`src/rtl/booth_multiplier_pkg.sv`:
```
// rtl/booth_multiplier_pkg.sv - shared constants and Booth recoding helper for booth_multiplier
//
// Purpose: FSM state encodings and the radix-2 Booth operation codes, plus the
//          decode of {Q[0], Q_-1} into an operation.
// Contents: S_IDLE/S_RUN/S_DONE, booth_op_t (BOOTH_NOP/ADD/SUB), booth_decode().
package booth_multiplier_pkg;

  localparam logic [1:0] S_IDLE = 2'd0;
  localparam logic [1:0] S_RUN  = 2'd1;
  localparam logic [1:0] S_DONE = 2'd2;

  typedef enum logic [1:0] {
    BOOTH_NOP = 2'd0,
    BOOTH_ADD = 2'd1,
    BOOTH_SUB = 2'd2
  } booth_op_t;

  // Radix-2 Booth: 01 ends a run of ones (add M), 10 starts one (subtract M).
  function automatic booth_op_t booth_decode(input logic q0, input logic q_m1);
    booth_op_t op;
    case ({q0, q_m1})
      2'b01:   op = BOOTH_ADD;
      2'b10:   op = BOOTH_SUB;
      default: op = BOOTH_NOP;
    endcase
    return op;
  endfunction

endpackage

```
`src/rtl/booth_add33.sv`:
```
// rtl/booth_add33.sv - 33-bit add/subtract for the Booth accumulator
//
// Purpose: sum = a + b (sub=0) or a - b computed as a + ~b + 1 (sub=1).
//          Bits [31:0] use one rca32, bit 32 one extra fa. Purely combinational.
// Ports:   a, b [32:0] (in) - accumulator and sign-extended multiplicand
//          sub (in)         - 1 selects subtract
//          sum [32:0] (out) - result; the final carry-out is discarded
module booth_add33 (
  input  logic [32:0] a,
  input  logic [32:0] b,
  input  logic        sub,
  output logic [32:0] sum
);

  logic [32:0] b_eff;
  logic        carry_low;
  logic        carry_unused;

  // Subtract by inverting the operand and injecting the +1 through carry-in.
  assign b_eff = b ^ {33{sub}};

  rca32 u_rca (
    .a  (a[31:0]),
    .b  (b_eff[31:0]),
    .ci (sub),
    .s  (sum[31:0]),
    .co (carry_low)
  );

  // The 33-bit accumulator can never overflow, so the top carry is dropped.
  fa u_fa_top (
    .a  (a[32]),
    .b  (b_eff[32]),
    .ci (carry_low),
    .s  (sum[32]),
    .co (carry_unused)
  );

endmodule

```
`src/rtl/fa.sv`:
```
// rtl/fa.sv - one-bit full adder cell
//
// Purpose: the basic adder cell shared with the ALU datapath.
// Ports:   a, b, ci (in)  - addend bits and carry-in
//          s, co (out)    - sum and carry-out
module fa (
  input  logic a,
  input  logic b,
  input  logic ci,
  output logic s,
  output logic co
);

  assign s  = a ^ b ^ ci;
  assign co = (a & b) | (ci & (a ^ b));

endmodule

```
`src/rtl/rca32.sv`:
```
// rtl/rca32.sv - 32-bit ripple-carry adder built from fa cells
//
// Purpose: the ALU's 32-bit ripple-carry adder.
// Ports:   a, b [31:0] (in) - addends
//          ci (in)          - carry-in
//          s [31:0] (out)   - sum
//          co (out)         - carry-out of bit 31
module rca32 (
  input  logic [31:0] a,
  input  logic [31:0] b,
  input  logic        ci,
  output logic [31:0] s,
  output logic        co
);

  logic [32:0] c;

  assign c[0] = ci;

  for (genvar i = 0; i < 32; i++) begin : g_bit
    fa u_fa (
      .a  (a[i]),
      .b  (b[i]),
      .ci (c[i]),
      .s  (s[i]),
      .co (c[i+1])
    );
  end

  assign co = c[32];

endmodule

```
`src/rtl/booth_multiplier.sv`:
```
// rtl/booth_multiplier.sv - multi-cycle signed radix-2 Booth multiplier, WIDTH x WIDTH -> 2*WIDTH
//
// Purpose: one Booth iteration per clock for WIDTH clocks; product to hi/lo.
// Ports:   clk, rst_n (in)        - clock, asynchronous active-low reset
//          start (in)             - request, sampled only in IDLE
//          mcand, mplier [W] (in) - signed operands, sampled with start
//          busy (out)             - high while iterating
//          done (out)             - one-cycle pulse, product valid
//          hi, lo [W] (out)       - product[2W-1:W], product[W-1:0]
module booth_multiplier
  import booth_multiplier_pkg::*;
#(
  parameter int WIDTH = 32,
  parameter int CNT_W = 6
) (
  input  logic             clk,
  input  logic             rst_n,
  input  logic             start,
  input  logic [WIDTH-1:0] mcand,
  input  logic [WIDTH-1:0] mplier,
  output logic             busy,
  output logic             done,
  output logic [WIDTH-1:0] hi,
  output logic [WIDTH-1:0] lo
);

  logic [1:0]       state, state_nxt;
  logic [WIDTH:0]   acc;
  logic [WIDTH:0]   m_reg;
  logic [WIDTH-1:0] q_reg;
  logic             q_m1;
  logic [CNT_W-1:0] count;

  booth_op_t        op;
  logic [WIDTH:0]   add_sum;
  logic [WIDTH:0]   acc_step;
  logic [WIDTH:0]   acc_sh;
  logic [WIDTH-1:0] q_sh;
  logic             last;

  assign op = booth_decode(q_reg[0], q_m1);

  booth_add33 u_add (
    .a   (acc),
    .b   (m_reg),
    .sub (op == BOOTH_SUB),
    .sum (add_sum)
  );

  assign acc_step = (op == BOOTH_NOP) ? acc : add_sum;

  // Arithmetic shift of {A, Q, Q_-1}; the bit leaving Q becomes the new Q_-1.
  assign acc_sh = {acc_step[WIDTH], acc_step[WIDTH:1]};
  assign q_sh   = {acc_step[0], q_reg[WIDTH-1:1]};
  assign last   = (count == CNT_W'(WIDTH - 1));

  always_ff @(posedge clk or negedge rst_n) begin
    if (!rst_n) begin
      state <= S_IDLE;
    end else begin
      state <= state_nxt;
    end
  end

  always_comb begin
    state_nxt = state;
    case (state)
      S_IDLE:  if (start) state_nxt = S_RUN;
      S_RUN:   if (last)  state_nxt = S_DONE;
      S_DONE:  state_nxt = S_IDLE;
      default: state_nxt = S_IDLE;
    endcase
  end

  always_comb begin
    busy = (state == S_RUN);
    done = (state == S_DONE);
  end

  always_ff @(posedge clk or negedge rst_n) begin
    if (!rst_n) begin
      acc   <= '0;
      m_reg <= '0;
      q_reg <= '0;
      q_m1  <= 1'b0;
      count <= '0;
      hi    <= '0;
      lo    <= '0;
    end else if (state == S_IDLE && start) begin
      acc   <= '0;
      m_reg <= {mcand[WIDTH-1], mcand};
      q_reg <= mplier;
      q_m1  <= 1'b0;
      count <= '0;
    end else if (state == S_RUN) begin
      acc   <= acc_sh;
      q_reg <= q_sh;
      q_m1  <= q_reg[0];
      count <= count + 1'b1;
      // hi/lo only move on the final iteration so they hold across later runs.
      if (last) begin
        hi <= acc_sh[WIDTH-1:0];
        lo <= q_sh;
      end
    end
  end

endmodule

```
`config.mk`:
```
export PLATFORM = sky130hd
export DESIGN_NAME = booth_multiplier
export DESIGN_NICKNAME = d
export VERILOG_FILES = /design/src/rtl/booth_multiplier_pkg.sv /design/src/rtl/booth_add33.sv /design/src/rtl/fa.sv /design/src/rtl/rca32.sv /design/src/rtl/booth_multiplier.sv
export SDC_FILE = /design/constraint.sdc
export NUM_CORES = 1
export LEC_CHECK = 0
export ABC_CLOCK_PERIOD_IN_PS = 15000
export BUFFER_PORTS_ARGS = -buffer_cell sky130_fd_sc_hd__clkbuf_2
export CAP_MARGIN = 40
export CORE_MARGIN = 2
export CORE_UTILIZATION = 31
export CTS_CLUSTER_SIZE = 28
export DETAILED_ROUTE_END_ITERATION = 10
export GPL_TIMING_DRIVEN = 0
export PLACE_DENSITY = 0.52
export SLEW_MARGIN = 15
export SYNTH_ARGS = -nofsm -noshare
export SYNTH_HDL_FRONTEND = slang
export SYNTH_SLANG_ARGS = --single-unit
export TNS_END_PERCENT = 50
```
`constraint.sdc`:
```
create_clock -name clk -period 15 [get_ports clk]
set_input_delay 1.5 -clock clk [delete_from_list [all_inputs] [get_ports clk]]
set_output_delay 1.5 -clock clk [all_outputs]
set_load 0.05 [all_outputs]
```
==> impl_metrics.toml <==
[pwr]
power.leakage_uw = 0.004579
ir_drop_uv = 101.4
p_per_area_nw_per_um2 = 242.0

[global_routing]
grt_pass1_wl_um = 30640
antenna_found_initial = 1
grt_overflow_total = 0
grt_pass1_vias = 5517
grt_usage_pct = 14.84
grt_max_degree = 77

[die]
pin_count = 133
dieHeight_um = 164.2
rows = 58
die_x_um = 164.2
fp.dieArea_sq_um = 26970
initial_core_util_pct = 31.60
fp.coreArea_sq_um = 25180

[detailed_routing]
vias = 5413
vias_per_cell = 4.515
drt_iter0_markers = 288
ant_nets = 0
wl_um = 19030
drtPass1Iterations = 5
wl_per_cell_um = 15.87
drc = 0

[yosys]
syn_avg_cell_area_sq_um = 11.30
async_reset_ff_share_pct = 100.0
ys.flop_type = "dfrtp_1"
yosysWarnings = 0
synth_edf_count = 0
synth-seq-area-share_pct = 53.14
ys_types = 37
syn-num-nets = 804
synthCells = 704
ys_seq_elements = 169
synthesis.area_sq_um = 7958

[placed_design]
place_congestion = 0.7013
pre_cts_slack_ps = 311.4
place_hpwl_um = 13270
io_buffers = 132

[worst_setup_path]
r2r_setup_slack_ps = 640
crit_top_cell = "fa_1"
worst-setup-path-type = "reg -> reg"
startpoint_type = "register"
cp_data_arrival_time_ps = 14730
cp.required_ps = 15370
rr_worst_depth = 42
rr_startpoint = "q_reg[0]"
crit_path_end_kind = "register"
cp_max_fo = 10
cpPeakStageDelay_ps = 460
r2r_end = "hi[30]"
critPathSlowestCell = "fa_1"

[job]
max_cap_violations = 0

[worst_hold_path]
holdPathEnd = "acc[22]"
hold_path_class = "reg -> reg"
min_path_cells = 2
hp-start = "acc[22]"

[layout]
n_fill_cell = 2550
final_cell_mix = "169 x dfrtp_1, 162 x nand2_1, 131 x clkbuf_2"
antenna_cells = 0
syn_to_final_growth_pct = 21.54
drive_gt1_share_pct = 24.17
layout.cells.most_common = "dfrtp_1"
finalNetCount = 957

[clock_network]
path_clk_slew_ps = 70
clkSinkCount = 169
cts_root_buf = "clkbuf_16"
ctsHtreeMaxLevel = 4
ctsHoldBuffers = 0
cts_buffers = 17
cts_buffer_depth = 2
cts_tree = "yes"
clk_latency_ps = 430

[sta]
tightest_slew_ps = 559.6
slew-limit-headroom_pct = 62.53
worst_clock_skew_ps = 12.77
rsz0062_at_grt = "false"
fmax_mhz = 69.63
setup_violations = 0
setup_tns_ps = 0
finalCritPeriodShare_pct = 95.74
slew_violations = 0
fin_crit_ps = 14360
finalHoldViolations = 0
timing.final.ws_setup_ps = 638.9

[run_status]
outcome = "finished, final reports clean"
cells in the mapped netlist, types with 2 or more instances:
cell type	n	share of area, %
a21oi_1	3	0.19
nand3_1	3	0.19
o21ai_0	65	4.1
buf_6	8	1.1
a22oi_1	30	2.8
xor2_1	28	3.1
fa_1	31	7.8
mux2_1	19	2.7
mux2i_1	56	7.0
xnor2_1	5	0.55
nand3b_1	2	0.19
buf_2	14	0.88
nor2b_1	2	0.16
nand2_1	162	7.6
buf_1	2	0.094
clkbuf_1	19	0.90
ha_1	2	0.31
mux2_2	20	2.8
nand2b_1	3	0.24
inv_1	43	2.0
a22o_1	3	0.33
dfrtp_1	169	53
through the flow:
stage,instance area (sq um),hold WS (ps),util [%],total power [uW],cells
after floorplan,7958,449.8,-,1622,704
after global placement,9031,465.0,35.86,1899,1166
after detailed placement,9095,470.2,36.12,1924,1168
after CTS,9669,486.3,38.40,2379,1199
after global routing,9672,508.0,38.41,2526,1199
final,9672,483.7,38.41,2341,1199
power breakdown:
| part | internal [uW] | switching (uW) |
|---|---|---|
| clock | 247 | 196 |
| combinational | 377 | 735 |
| sequential | 656 | 129 |
worst max path at each step:
stage | startpoint | endpoint | slack (ps)
2_1_floorplan | q_reg[0] | hi[30] | 1290
3_3_place_gp | q_reg[0] | hi[30] | 310
3_5_place_dp | q_reg[0] | hi[30] | 310
4_1_cts | q_reg[0] | hi[30] | 220
5_1_grt | q_reg[0] | hi[30] | 2
6_report | q_reg[0] | hi[30] | 640
worst max-delay path: cells and delay by family, from the launching register on:
family | cells | cell delay [ps]
muxes | 1 | 180
adders and majority gates | 32 | 12550
AOI/OAI and AO/OA | 1 | 250
DFF | 1 | 430
buffers and inverters | 7 | 720
xor gates and xnor gates | 1 | 200
cell type report:
type / instances / area [sq um] / share of cell area [%]
well taps: 330 / 412.9 / 4.269
flip-flops and latches: 169 / 4229 / 43.73
inverters: 43 / 161.4 / 1.669
plain buffers: 44 / 249.0 / 2.574
clock buffers: 19 / 432.9 / 4.476
multi-input cells: 448 / 3321 / 34.33
clock inverters: 12 / 141.4 / 1.462
repair buffers: 134 / 724.4 / 7.490
layer usage:
metal	global-route usage, %	vias up	share of wire [%]
li1	-	2626	-
met1	20.55	2678	48
met2	22.65	97	46
met3	4.722	12	5.6
met4	3.469	0	0.91
met5	0	-	0
timing repair:
action                                  CTS  global route
endpoints found under the setup margin    0             2
buffers inserted                          0             0
gates resized for setup                   0             3
kinds of logic (layout without fill, tap and decap cells):
kind of cell / Yosys count / count (layout) / synth area share (%)
xor+xnor: 33 / 33 / 3.632
simple gates: 178 / 178 / 9.182
buf+inv: 87 / 252 / 5.126
flops: 169 / 169 / 53.14
compound gates: 109 / 109 / 8.239
mux: 95 / 95 / 12.56
fa+ha+maj: 33 / 33 / 8.113
Note: power is estimated with default switching activity, not from simulation.
